`src/rtl/axis_video_pkg.sv`:
```
// Shared types and constants for the AXI4-Stream video frame sink.
// The tready throttle LFSR defined here is only used when AXIS_SINK_THROTTLE_EN is defined.
package axis_video_pkg;

  localparam int RGB_CHANNELS = 3;
  localparam int CHANNEL_W    = 8;
  localparam int PIXEL_W      = RGB_CHANNELS * CHANNEL_W;
  localparam int CHECKSUM_W   = 32;
  localparam int LFSR_W       = 16;

  // Fibonacci taps 16,14,13,11 expressed as a mask over bits [15:0]
  localparam logic [LFSR_W-1:0] LFSR_TAPS = 16'hB400;

  typedef enum logic {
    WAIT_SOF = 1'b0,
    IN_FRAME = 1'b1
  } state_t;

  typedef struct packed {
    logic sof_early;
    logic eol_early;
    logic eol_missing;
  } frame_status_t;

  // One shift of the Fibonacci LFSR: feedback is the parity of the tapped bits
  function automatic logic [LFSR_W-1:0] lfsr_step(input logic [LFSR_W-1:0] value);
    return {value[LFSR_W-2:0], ^(value & LFSR_TAPS)};
  endfunction

endpackage

```
`src/rtl/axis_tready_lfsr.sv`:
```
// Pseudo-random enable generator used to throttle s_axis_tready.
// Instantiated by the sink only when AXIS_SINK_THROTTLE_EN is defined.
module axis_tready_lfsr
  import axis_video_pkg::*;
#(
  parameter logic [LFSR_W-1:0] SEED = 16'hACE1
) (
  input  logic clk,
  input  logic reset,
  output logic en
);

  logic [LFSR_W-1:0] lfsr;

  // Free-running LFSR, stepping every cycle from the seed
  always_ff @(posedge clk or posedge reset) begin
    if (reset) begin
      lfsr <= SEED;
    end else begin
      lfsr <= lfsr_step(lfsr);
    end
  end

  assign en = lfsr[0];

endmodule

```
`src/rtl/axis_video_frame_sink.sv`:
```
// AXI4-Stream 24-bit RGB video sink: tracks row/col, checks framing against the
// geometry latched at SOF, forwards pixels with coordinates and reports a
// per-frame checksum and status.
// Optional build macro AXIS_SINK_THROTTLE_EN: pseudo-random backpressure on tready.
module axis_video_frame_sink
  import axis_video_pkg::*;
#(
  parameter int                C_S_AXIS_TDATA_WIDTH = 24,
  parameter int                DIM_W                = 16,
  parameter logic [LFSR_W-1:0] THROTTLE_SEED        = 16'hACE1
) (
  input  logic                            clk,
  input  logic                            reset,
  input  logic                            s_axis_tvalid,
  input  logic [C_S_AXIS_TDATA_WIDTH-1:0] s_axis_tdata,
  input  logic                            s_axis_tlast,
  input  logic                            s_axis_tuser,
  output logic                            s_axis_tready,
  input  logic [DIM_W-1:0]                cfg_cols,
  input  logic [DIM_W-1:0]                cfg_rows,
  output logic                            pix_valid,
  output logic [C_S_AXIS_TDATA_WIDTH-1:0] pix_data,
  output logic [DIM_W-1:0]                pix_row,
  output logic [DIM_W-1:0]                pix_col,
  output logic                            frame_done,
  output logic [CHECKSUM_W-1:0]           frame_checksum,
  output logic [2:0]                      frame_status,
  output logic [15:0]                     frame_count,
  output logic [15:0]                     drop_count
);

  localparam logic [DIM_W-1:0] DIM_ONE = {{(DIM_W-1){1'b0}}, 1'b1};

  state_t                  state, state_next;
  logic [DIM_W-1:0]        row_q, col_q, cols_q, rows_q;
  logic [CHECKSUM_W-1:0]   acc_q;
  frame_status_t           status_q;

  logic                    accept;
  logic                    beat_pix, beat_start, beat_restart, beat_drop, last_pix;
  logic                    eol, eol_early, eol_missing;
  logic [DIM_W-1:0]        eff_cols, eff_rows, cur_row, cur_col, row_next, col_next;
  logic [CHECKSUM_W-1:0]   beat_ext, sum_next;
  frame_status_t           status_next;

`ifdef AXIS_SINK_THROTTLE_EN
  logic throttle_en;

  axis_tready_lfsr #(
    .SEED (THROTTLE_SEED)
  ) u_tready_lfsr (
    .clk   (clk),
    .reset (reset),
    .en    (throttle_en)
  );

  assign s_axis_tready = ~reset & throttle_en;
`else
  assign s_axis_tready = ~reset;
`endif

  assign accept   = s_axis_tvalid & s_axis_tready;
  assign beat_ext = {{(CHECKSUM_W-C_S_AXIS_TDATA_WIDTH){1'b0}}, s_axis_tdata};

  // State register for the framing FSM
  always_ff @(posedge clk or posedge reset) begin
    if (reset) begin
      state <= WAIT_SOF;
    end else begin
      state <= state_next;
    end
  end

  // Classify the accepted beat, locate it in the frame and derive the next position, checksum and status
  always_comb begin
    state_next   = state;
    beat_pix     = 1'b0;
    beat_start   = 1'b0;
    beat_restart = 1'b0;
    beat_drop    = 1'b0;
    last_pix     = 1'b0;
    eol          = 1'b0;
    eol_early    = 1'b0;
    eol_missing  = 1'b0;
    eff_cols     = cols_q;
    eff_rows     = rows_q;
    cur_row      = row_q;
    cur_col      = col_q;
    row_next     = row_q;
    col_next     = col_q;
    sum_next     = acc_q;
    status_next  = status_q;

    case (state)
      WAIT_SOF: begin
        if (accept) begin
          if (s_axis_tuser && (cfg_cols != '0) && (cfg_rows != '0)) begin
            beat_pix   = 1'b1;
            beat_start = 1'b1;
            eff_cols   = cfg_cols;
            eff_rows   = cfg_rows;
            cur_row    = '0;
            cur_col    = '0;
          end else begin
            beat_drop  = 1'b1;
          end
        end
      end
      IN_FRAME: begin
        if (accept) begin
          beat_pix = 1'b1;
          if (s_axis_tuser) begin
            beat_restart = 1'b1;
            cur_row      = '0;
            cur_col      = '0;
          end
        end
      end
      default: state_next = WAIT_SOF;
    endcase

    if (beat_pix) begin
      eol         = s_axis_tlast || (cur_col == eff_cols - DIM_ONE);
      eol_early   = s_axis_tlast && (cur_col != eff_cols - DIM_ONE);
      eol_missing = !s_axis_tlast && (cur_col == eff_cols - DIM_ONE);
      last_pix    = eol && (cur_row == eff_rows - DIM_ONE) && !beat_restart;

      status_next             = beat_start ? frame_status_t'('0) : status_q;
      status_next.sof_early   = status_next.sof_early | beat_restart;
      status_next.eol_early   = status_next.eol_early | eol_early;
      status_next.eol_missing = status_next.eol_missing | eol_missing;

      sum_next = (beat_start || beat_restart) ? beat_ext : acc_q + beat_ext;

      if (eol) begin
        col_next = '0;
        row_next = (cur_row == eff_rows - DIM_ONE) ? '0 : cur_row + DIM_ONE;
      end else begin
        col_next = cur_col + DIM_ONE;
        row_next = cur_row;
      end

      state_next = last_pix ? WAIT_SOF : IN_FRAME;
    end
  end

  // Frame tracking registers: position, latched geometry, running checksum and status
  always_ff @(posedge clk or posedge reset) begin
    if (reset) begin
      row_q    <= '0;
      col_q    <= '0;
      cols_q   <= '0;
      rows_q   <= '0;
      acc_q    <= '0;
      status_q <= '0;
    end else if (beat_pix) begin
      row_q    <= row_next;
      col_q    <= col_next;
      acc_q    <= sum_next;
      status_q <= status_next;
      if (beat_start) begin
        cols_q <= cfg_cols;
        rows_q <= cfg_rows;
      end
    end
  end

  // Registered pixel forwarding with coordinates
  always_ff @(posedge clk or posedge reset) begin
    if (reset) begin
      pix_valid <= 1'b0;
      pix_data  <= '0;
      pix_row   <= '0;
      pix_col   <= '0;
    end else begin
      pix_valid <= beat_pix;
      if (beat_pix) begin
        pix_data <= s_axis_tdata;
        pix_row  <= cur_row;
        pix_col  <= cur_col;
      end
    end
  end

  // Per-frame report, held until the next completed frame
  always_ff @(posedge clk or posedge reset) begin
    if (reset) begin
      frame_done     <= 1'b0;
      frame_checksum <= '0;
      frame_status   <= '0;
      frame_count    <= '0;
    end else begin
      frame_done <= last_pix;
      if (last_pix) begin
        frame_checksum <= sum_next;
        frame_status   <= status_next;
        frame_count    <= frame_count + 16'd1;
      end
    end
  end

  // Saturating count of beats discarded while waiting for SOF
  always_ff @(posedge clk or posedge reset) begin
    if (reset) begin
      drop_count <= '0;
    end else if (beat_drop && (drop_count != 16'hFFFF)) begin
      drop_count <= drop_count + 16'd1;
    end
  end

endmodule

```
`config.mk`:
```
export PLATFORM = sky130hd
export DESIGN_NAME = axis_video_frame_sink
export DESIGN_NICKNAME = d
export VERILOG_FILES = /design/src/rtl/axis_video_pkg.sv /design/src/rtl/axis_tready_lfsr.sv /design/src/rtl/axis_video_frame_sink.sv
export SDC_FILE = /design/constraint.sdc
export NUM_CORES = 1
export LEC_CHECK = 0
export BUFFER_PORTS_ARGS = -buffer_cell sky130_fd_sc_hd__buf_2
export CELL_PAD_IN_SITES_DETAIL_PLACEMENT = 1
export CELL_PAD_IN_SITES_GLOBAL_PLACEMENT = 1
export CORE_MARGIN = 5
export CORE_UTILIZATION = 40
export CTS_CLUSTER_SIZE = 20
export DETAILED_ROUTE_END_ITERATION = 12
export GPL_ROUTABILITY_DRIVEN = 0
export PLACE_DENSITY = 0.85
export SYNTH_ARGS = -nofsm -noshare
export SYNTH_HDL_FRONTEND = slang
export SYNTH_SLANG_ARGS = --single-unit
```
`constraint.sdc`:
```
create_clock -name clk -period 6.9 [get_ports clk]
set_input_delay 1.035 -clock clk [delete_from_list [all_inputs] [get_ports clk]]
set_output_delay 1.035 -clock clk [all_outputs]
set_load 0.005 [all_outputs]
```
==> results.toml, run 1 <==
[sta]
max_slew.worst_pin.slew_ps = 1020
drv_slew = 0
post-route-min-period_ps = 5590
setup_viol = 0
period_utilization_post_route_pct = 81.0
hold_viol_final = 0
achievable-frequency_mhz = 179
fin_worst_hold_slack_ps = 460
slew_headroom_pct = 31.4
post-route-worst-setup-slack_ps = 1310
grt_setup_unrepaired = "no"
fin_skew_ps = 7.06

[worst_setup_path]
cp-end-kind = "register"
worst_r2r_path_depth = 19
critical_path_required_ps = 7320
cp_data_arrival_time_ps = 6000
criticalPathCategory = "in -> reg"
type_of_element_launching_the_critical_path = "input port"
path_max_fanout = 47

[routing]
route.final.wire_length_um = 40500
detail_route.vias_per_cell = 5.88
post_drt_wl_per_cell_um = 20.6
final_antenna_net_count = 0
routed-via-count = 11500
drtIter0Drc = 777
drc_viols = 0
firstDrtPassIters = 5

[grt]
grt_util_all_layers_pct = 22.5
grt_max_degree = 80
grt_first_pass_wirelength_um = 66200
via_count_of_the_first_global_routing_pass = 12200
grt_antenna_before_repair = 1
globalRouteOverflowTotal = 0

[run]
maxCapViolCount = 0

[logic_synthesis]
postSynthRegisterBits = 225
proportion_of_register_bits_with_asynchronous_set_or_reset_after_synthesis_pct = 100
synthesis.area_mm2 = 0.0127
synth-seq-area-share_pct = 44.3
synth-warning-count = 0
synthDistinctLibCells = 75
synth_enable_flop_cells = 0
mappedNetlistNets = 1474
synth.avg_cell_area_um2 = 9.20
synth_top_flop_cell = "sky130_fd_sc_hd__dfrtp_1"
synthesis.instances = 1382

[final_layout]
post_route_cells_drive_above_1_share_pct = 19.9
mostFrequentLayoutCells = "242 x sky130_fd_sc_hd__nand2_1, 225 x sky130_fd_sc_hd__dfrtp_1, 186 x sky130_fd_sc_hd__buf_2"
final_nets = 1634
stdcell_count = 1964
mostFrequentLayoutCell = "sky130_fd_sc_hd__nand2_1"
areaGrowthSynthToFinish_pct = 19.0
num-fill-cells = 3669
insertedDiodeCount = 0

[floorplanning]
floorplan.initialDensity_pct = 40.4
fp.dieArea_mm2 = 0.0354
fp.coreArea_mm2 = 0.0315
std_cell_rows = 65
die_height_um = 188
die_w_um = 188
number_of_top_level_pins = 187

[cts]
hold_buffers = 0
clk_latency_ps = 530
cts.repair.resized = 0
clkTransAtPathRegs_ps = 60
clockRootBuffer = "sky130_fd_sc_hd__clkbuf_16"
numCtsBuffers = 27
postCtsSetupRepairBufs = 0
cts_buffer_depth = 3
tritoncts = "yes"
clock_tree.htree_level_count = 1
clock_sink_count = 225

[place]
place.detailed.instances = 1915
hpwlAfterDp_um = 28600
buffer_ports.inserted = 186
pre_cts_ws_ps = 828

[power]
cellPowerDensity_mw_per_mm2 = 328
power.ir.vdd_worst_v = 0.000199
p_leak_nw = 7.42

[worst_hold_path]
min-delay-path-class = "reg -> reg"
holdPathStages = 2

[run_status]
outcome = "complete, no violations"
## worst max-delay path: stages
cell	delay (ps)
sky130_fd_sc_hd__buf_2	120
sky130_fd_sc_hd__or4_4	560
sky130_fd_sc_hd__or3_1	400
sky130_fd_sc_hd__or3_1	540
sky130_fd_sc_hd__nand3_1	250
sky130_fd_sc_hd__nand2_1	90
sky130_fd_sc_hd__inv_1	70
sky130_fd_sc_hd__ha_1	200
sky130_fd_sc_hd__nand2b_1	100
sky130_fd_sc_hd__nor2_1	90
sky130_fd_sc_hd__nand2_1	70
sky130_fd_sc_hd__o41ai_1	450
sky130_fd_sc_hd__nor4_1	100
sky130_fd_sc_hd__a41o_1	240
sky130_fd_sc_hd__a41o_2	460
sky130_fd_sc_hd__o2111ai_4	160
sky130_fd_sc_hd__buf_4	580
sky130_fd_sc_hd__nor2_2	200
sky130_fd_sc_hd__a22o_1	240
## area by class of cell
type | count | area, um2 | share of cell area [%]
clock buffers | 36 | 759 | 5.02
clock inverters | 13 | 173 | 1.14
inverters | 27 | 105 | 0.695
well taps | 402 | 503 | 3.33
multi-input cells | 1055 | 6870 | 45.4
flip-flops and latches | 225 | 5630 | 37.2
repair buffers | 206 | 1080 | 7.15
## routing by layer
layer | GRT usage [%] | part of all wire, % | vias to the layer above
met5 | 0 | 0.037 | -
li1 | - | - | 5293
met3 | 4.82 | 7.1 | 67
met1 | 30.1 | 44 | 5836
met4 | 5.70 | 2.6 | 2
met2 | 37.3 | 47 | 351
## path summary, 6_finish.rpt
path	start	slack, ps	to
max	cfg_rows[0]	1310	frame_checksum[24]$_DFFE_PP0P_
min reg2reg	pix_data[19]$_DFFE_PP0P_	460	pix_data[19]$_DFFE_PP0P_
min	pix_data[19]$_DFFE_PP0P_	460	pix_data[19]$_DFFE_PP0P_
max reg2reg	state$_DFFE_PP0P_	2170	frame_checksum[24]$_DFFE_PP0P_
min in group asynchronous	reset	700	row_q[1]$_DFFE_PP0P_
max in group asynchronous	reset	4230	col_q[14]$_DFFE_PP0P_
## Yosys cell counts (19+ instances only)
cell type                    n  area (um2)
sky130_fd_sc_hd__a21o_1     20         150
sky130_fd_sc_hd__a21oi_1    56         280
sky130_fd_sc_hd__a22o_1     24         210
sky130_fd_sc_hd__and3_1     25         156
sky130_fd_sc_hd__clkbuf_1   46         173
sky130_fd_sc_hd__dfrtp_1   225        5630
sky130_fd_sc_hd__ha_1       30         375
sky130_fd_sc_hd__inv_1      26        97.6
sky130_fd_sc_hd__mux2_1     19         214
sky130_fd_sc_hd__nand2_1   243         912
sky130_fd_sc_hd__nand3_1    56         280
sky130_fd_sc_hd__nor2_1     63         236
sky130_fd_sc_hd__nor3_1     36         180
sky130_fd_sc_hd__nor4_1     21         131
sky130_fd_sc_hd__o21ai_0    82         410
sky130_fd_sc_hd__xnor2_1    55         482
sky130_fd_sc_hd__xor2_1     48         420
## cells by family (layout without fill, tap and decap cells)
kind of cell | after synthesis | count (layout) | synth area share, %
buffers and inverters | 102 | 282 | 3.30
AND/OR/NAND/NOR | 548 | 548 | 20.6
flip-flops | 225 | 225 | 44.3
AO/OA/AOI/OAI | 324 | 324 | 17.3
adder cells (fa/ha/maj) | 31 | 31 | 3.11
multiplexers | 48 | 48 | 4.12
XOR/XNOR | 104 | 104 | 7.28
## state kept, by name, indices dropped and copies added, names as in the netlist
name	flops
frame_status	3
pix_data	24
state	1
cols_q	16
row_q	16
col_q	16
pix_valid	1
acc_q	32
frame_done	1
rows_q	16
frame_checksum	32
pix_row	16
drop_count	16
status_q	3
frame_count	16
pix_col	16
## report_power, final
part / switching [mW] / internal [mW] / total (mW)
registers: 0.233 / 1.56 / 1.79
logic: 0.956 / 0.716 / 1.67
clock network: 0.575 / 0.919 / 1.49
## stage by stage
step / power [mW] / instance area, um2 / util [%] / TNS [ps]
after detailed placement: 3.46 / 14200 / 45.1 / 0
after floorplan: 2.97 / 13000 / - / -32530
after global routing: 5.27 / 15100 / 48.0 / 0
final: 4.96 / 15100 / 48.0 / 0
after CTS: 4.99 / 15100 / 48.0 / 0
after global placement: 3.37 / 14200 / 45.1 / 0
(Power assumes the default switching activity.)
==> run 2, diff against run 1 <==
==> constraint.sdc (replaced) <==
create_clock -name clk -period 4.9 [get_ports clk]
set_input_delay 0.735 -clock clk [delete_from_list [all_inputs] [get_ports clk]]
set_output_delay 0.735 -clock clk [all_outputs]
set_load 0.005 [all_outputs]
==> run 2 against run 1 <==
Net effect:
- die area unchanged
- cell area up 3.5%
- combinational power up 49%
- highest routed layer unchanged
- core utilization up 1.7 points
- register-to-register slack worse by 1600 ps
- clock power up 28%
- sequential power up 41%
==> results.toml, run 2 (synthesis gave the netlist of run 1 again) <==
[run_status]
outcome = "complete, no violations"

[worst_setup_path]
critical_path_required_ps = 5330
cp_data_arrival_time_ps = 5030
type_of_element_launching_the_critical_path = "input port"
cp-end-kind = "register"
criticalPathCategory = "in -> reg"
path_max_fanout = 34

[grt]
grt_first_pass_wirelength_um = 68800
grt_util_all_layers_pct = 23.4
globalRouteOverflowTotal = 0
grt_antenna_before_repair = 1
via_count_of_the_first_global_routing_pass = 12900
grt_max_degree = 104

[sta]
post-route-worst-setup-slack_ps = 294
max_slew.worst_pin.slew_ps = 1010
grt_setup_unrepaired = "no"
achievable-frequency_mhz = 217
slew_headroom_pct = 32.5
final_setup_tns_ps = 0
hold_viol_final = 0
setup_viol = 0
fin_worst_hold_slack_ps = 427
fin_skew_ps = 10.5
drv_slew = 0
period_utilization_post_route_pct = 94.0
post-route-min-period_ps = 4610

[cts]
hold_buffers = 0
clockRootBuffer = "sky130_fd_sc_hd__clkbuf_16"
clock_tree.htree_level_count = 1
clock_sink_count = 225
cts_buffer_depth = 3
clk_latency_ps = 540
numCtsBuffers = 27
tritoncts = "yes"
clkTransAtPathRegs_ps = 60

[final_layout]
insertedDiodeCount = 0
final_nets = 1712
areaGrowthSynthToFinish_pct = 23.2
mostFrequentLayoutCells = "242 x sky130_fd_sc_hd__nand2_1, 225 x sky130_fd_sc_hd__dfrtp_1, 186 x sky130_fd_sc_hd__buf_2"
layout.core_utilization_pct = 49.7
post_route_cells_drive_above_1_share_pct = 23.6
mostFrequentLayoutCell = "sky130_fd_sc_hd__nand2_1"
reg_top3 = "acc_q (32), frame_checksum (32), pix_data (24)"

[routing]
firstDrtPassIters = 5
drtIter0Drc = 665
final_antenna_net_count = 0
route.final.wire_length_um = 42400
post_drt_wl_per_cell_um = 20.8
detail_route.vias_per_cell = 5.80
drc_viols = 0
routed-via-count = 11800

[power]
cellPowerDensity_mw_per_mm2 = 441
p_leak_nw = 7.76
power.ir.vdd_worst_v = 0.000300
power_mw = 6.91

[floorplanning]
std_cell_rows = 65
floorplan.initialDensity_pct = 40.4
die_w_um = 188
number_of_top_level_pins = 187
fp.coreArea_mm2 = 0.0315
die_height_um = 188
fp.dieArea_mm2 = 0.0354

[place]
pre_cts_ws_ps = -239
buffer_ports.inserted = 186
hpwlAfterDp_um = 30200

[worst_hold_path]
min-delay-path-class = "in -> reg"

[run]
maxCapViolCount = 0
[run 2: changes by cell type in the layout (fill, tap and decap cells not counted), moves of 2 or more]
| cell | previous run | this run |
|---|---|---|
| sky130_fd_sc_hd__o21ai_0 | 79 | 72 |
| sky130_fd_sc_hd__clkinvlp_4 | 4 | 2 |
| sky130_fd_sc_hd__buf_12 | 0 | 3 |
| sky130_fd_sc_hd__bufinv_16 | 4 | 0 |
| sky130_fd_sc_hd__nor2_2 | 3 | 1 |
| sky130_fd_sc_hd__o21ai_1 | 9 | 16 |
| sky130_fd_sc_hd__buf_4 | 20 | 95 |
| sky130_fd_sc_hd__nor2_4 | 2 | 4 |
| sky130_fd_sc_hd__clkbuf_1 | 4 | 7 |
[run 2: repair_timing]
action / 4_1_cts / 5_1_grt
setup endpoints to repair: 0 / 9
resized for setup: 0 / 2
endpoints found under the hold margin: 0 / 0
buffers inserted: 0 / 0
[run 2: where the power goes]
| part | switching (mW) | internal (mW) | leakage [nW] |
|---|---|---|---|
| Combinational | 1.39 | 1.09 | 4.39 |
| Clock | 0.801 | 1.10 | 0.408 |
| Sequential | 0.326 | 2.20 | 2.96 |
| Total | 2.52 | 4.39 | 7.76 |
[run 2: worst paths after layout]
path	start	end	slack, ps	depth (start not counted)
min reg2reg	pix_data[16]$_DFFE_PP0P_	pix_data[16]$_DFFE_PP0P_	460	2
max reg2reg	state$_DFFE_PP0P_	frame_status[0]$_DFFE_PP0P_	580	17
min in group asynchronous	reset	cols_q[6]$_DFFE_PP0P_	520	3
min	cfg_rows[12]	rows_q[12]$_DFFE_PP0P_	430	3
max in group asynchronous	reset	acc_q[2]$_DFFE_PP0P_	2850	4
max	cfg_rows[0]	frame_checksum[26]$_DFFE_PP0P_	290	19
[run 2: worst max-delay path, cell delays in order]
cell	delay (ps)
sky130_fd_sc_hd__buf_2	100
sky130_fd_sc_hd__or4_4	520
sky130_fd_sc_hd__or3_1	390
sky130_fd_sc_hd__or3_1	430
sky130_fd_sc_hd__nand2_4	120
sky130_fd_sc_hd__nand2_1	70
sky130_fd_sc_hd__nand2_1	90
sky130_fd_sc_hd__inv_1	50
sky130_fd_sc_hd__ha_1	210
sky130_fd_sc_hd__nor3b_1	160
sky130_fd_sc_hd__a21oi_1	350
sky130_fd_sc_hd__buf_4	190
sky130_fd_sc_hd__and3_1	140
sky130_fd_sc_hd__o21ai_0	90
sky130_fd_sc_hd__a21oi_1	310
sky130_fd_sc_hd__o2111ai_4	170
sky130_fd_sc_hd__or2_4	460
sky130_fd_sc_hd__buf_4	220
sky130_fd_sc_hd__a22o_1	220
[run 2: layout make-up]
type | instances | area [um2]
fillers | 3668 | 15800
multi-input cells | 1055 | 6890
flip-flops and latches | 225 | 5630
repair buffers | 284 | 1700
clock buffers | 40 | 785
well taps | 402 | 503
inverters | 27 | 105
clock inverters | 7 | 41.3
[run 2: routing by layer]
| metal | share of wire, % | track usage [%] |
|---|---|---|
| met5 | 0.031 | 0 |
| met4 | 2.3 | 5.76 |
| met3 | 6.1 | 4.87 |
| met2 | 49 | 40.8 |
| met1 | 42 | 29.8 |
[run 2: through the flow]
step | std cells | area, um2
final | 2040 | 15700
after detailed placement | 1993 | 14800
after floorplan | 1382 | 13000
after global routing | 2040 | 15700
after CTS | 2040 | 15600
after global placement | 1993 | 14800
==> run 3, diff against run 2 <==
--- a/config.mk
+++ b/config.mk
@@ -14,6 +14,7 @@
 export DETAILED_ROUTE_END_ITERATION = 12
 export GPL_ROUTABILITY_DRIVEN = 0
 export PLACE_DENSITY = 0.85
+export RECOVER_POWER = 25
 export SYNTH_ARGS = -nofsm -noshare
 export SYNTH_HDL_FRONTEND = slang
 export SYNTH_SLANG_ARGS = --single-unit
==> run 3 against run 2 <==
Net effect:
- the flow now finishes with violations (max-capacitance violations, max-slew violations)
- first-iteration DRC count is 0.30% lower
- combinational power hardly changed
- power down 0.20%
==> results.toml, run 3 (synthesis gave the netlist of run 1 again) <==
[worst_setup_path]
type_of_element_launching_the_critical_path = "input port"
cp_data_arrival_time_ps = 5040
cp-end-kind = "register"
timing.critical_path.from = "cfg_rows[0]"
worst_r2r_path_depth = 17
regToRegStartpoint = "state$_DFFE_PP0P_"
criticalPathCategory = "in -> reg"
critical_path_required_ps = 5320
path_max_fanout = 34

[grt]
globalRouteOverflowTotal = 0
grt_first_pass_wirelength_um = 68800
grt_antenna_before_repair = 1
grt_max_degree = 104
via_count_of_the_first_global_routing_pass = 12900
grt_util_all_layers_pct = 23.4

[final_layout]
areaGrowthSynthToFinish_pct = 22.8
reg_top3 = "acc_q (32), frame_checksum (32), pix_data (24)"
final_area_mm2 = 0.0156
insertedDiodeCount = 0
mostFrequentLayoutCells = "242 x sky130_fd_sc_hd__nand2_1, 225 x sky130_fd_sc_hd__dfrtp_1, 151 x sky130_fd_sc_hd__buf_2"
final_nets = 1712
mostFrequentLayoutCell = "sky130_fd_sc_hd__nand2_1"
post_route_cells_drive_above_1_share_pct = 21.4
num-fill-cells = 3684

[floorplanning]
fp.dieArea_mm2 = 0.0354
die_w_um = 188
die_height_um = 188
floorplan.initialDensity_pct = 40.4
std_cell_rows = 65
fp.coreArea_mm2 = 0.0315
number_of_top_level_pins = 187

[worst_hold_path]
min-delay-path-class = "in -> reg"
hold_wc_startpoint = "cfg_rows[12]"
holdPathStages = 3

[sta]
period_utilization_post_route_pct = 94.1
slew_headroom_pct = -49.9
final_setup_tns_ps = 0
max_slew.worst_pin.slew_ps = 2250
drv_slew = 41
fin_skew_ps = 9.73
post-route-min-period_ps = 4610
achievable-frequency_mhz = 217
setup_viol = 0
hold_viol_final = 0
grt_setup_unrepaired = "no"

[routing]
final_antenna_net_count = 0
detail_route.vias_per_cell = 5.80
routed-via-count = 11800
drtIter0Drc = 663
route.final.wire_length_um = 42300
firstDrtPassIters = 5
drc_viols = 0
post_drt_wl_per_cell_um = 20.8

[place]
placedInstanceArea_mm2 = 0.0148
hpwlAfterDp_um = 30200
buffer_ports.inserted = 186

[run_status]
outcome = "complete, but fails checks"
failed_checks = "max-capacitance violations, max-slew violations"

[cts]
clk_latency_ps = 540
clkTransAtPathRegs_ps = 60
clock_sink_count = 225
clock_tree.htree_level_count = 1
postCtsSetupRepairBufs = 0
numCtsBuffers = 27
tritoncts = "yes"
cts_buffer_depth = 3
clockRootBuffer = "sky130_fd_sc_hd__clkbuf_16"

[power]
power_mw = 6.89
power.ir.vdd_worst_v = 0.000301
p_leak_nw = 7.63
cellPowerDensity_mw_per_mm2 = 442

[run]
maxCapViolCount = 1
[run 3: changes by cell type in the layout (fill, tap and decap cells not counted)]
cell,change
sky130_fd_sc_hd__buf_4,-1
sky130_fd_sc_hd__clkbuf_1,+36
sky130_fd_sc_hd__buf_2,-35
[run 3: metrics by stage]
step	util (%)	cells	hold WS [ps]	worst slack, ps
after floorplan	-	1382	442	-2380
after global placement	47.1	1993	446	-85.6
after detailed placement	47.1	1993	451	-239
after CTS	49.7	2040	414	316
after global routing	49.6	2040	433	42.1
final	49.6	2040	428	290
[run 3: cell type report]
type	instances	area (um2)	share of cell area (%)
clock inverter	7	41.3	0.265
sequential	225	5630	36.1
clock buffer	40	785	5.03
multi-input combinational	1055	6890	44.1
inverter	27	105	0.673
tap	402	503	3.22
timing repair buffer	284	1660	10.6
[run 3: critical path, cell delays in order]
cell and delay (ps):
sky130_fd_sc_hd__buf_2 100, sky130_fd_sc_hd__or4_4 520, sky130_fd_sc_hd__or3_1 390, sky130_fd_sc_hd__or3_1 430
sky130_fd_sc_hd__nand2_4 120, sky130_fd_sc_hd__nand2_1 70, sky130_fd_sc_hd__nand2_1 90, sky130_fd_sc_hd__inv_1 50
sky130_fd_sc_hd__ha_1 210, sky130_fd_sc_hd__nor3b_1 160, sky130_fd_sc_hd__a21oi_1 350, sky130_fd_sc_hd__buf_4 190
sky130_fd_sc_hd__and3_1 140, sky130_fd_sc_hd__o21ai_0 90, sky130_fd_sc_hd__a21oi_1 310, sky130_fd_sc_hd__o2111ai_4 170
sky130_fd_sc_hd__or2_4 460, sky130_fd_sc_hd__buf_4 220, sky130_fd_sc_hd__a22o_1 220
[run 3: per-layer routing]
metal | GRT usage (%) | up-vias | share of wire [%]
met3 | 4.87 | 67 | 6.4
met1 | 29.8 | 5953 | 42
met5 | 0 | - | 0.031
met2 | 40.8 | 360 | 49
met4 | 5.76 | 2 | 2.3
li1 | - | 5452 | -
[run 3: worst paths after layout]
path                       slack [ps]                             end
max                               290  frame_checksum[26]$_DFFE_PP0P_
min                               430          rows_q[12]$_DFFE_PP0P_
max reg2reg                       620  frame_checksum[26]$_DFFE_PP0P_
min reg2reg                       460        pix_data[16]$_DFFE_PP0P_
max in group asynchronous        1750           acc_q[29]$_DFFE_PP0P_
min in group asynchronous         570           cols_q[6]$_DFFE_PP0P_
[run 3: timing repair]
action / in CTS / in global routing
setup endpoints to repair: 0 / 9
resized for setup: 0 / 2
hold buffers: 0 / 0
hold endpoints to repair: 0 / 0
[run 3: power by group]
group / internal, mW / total, mW / switching (mW)
sequential: 2.20 / 2.52 / 0.328
combinational: 1.08 / 2.47 / 1.39
clock: 1.10 / 1.90 / 0.798
total: 4.38 / 6.89 / 2.52
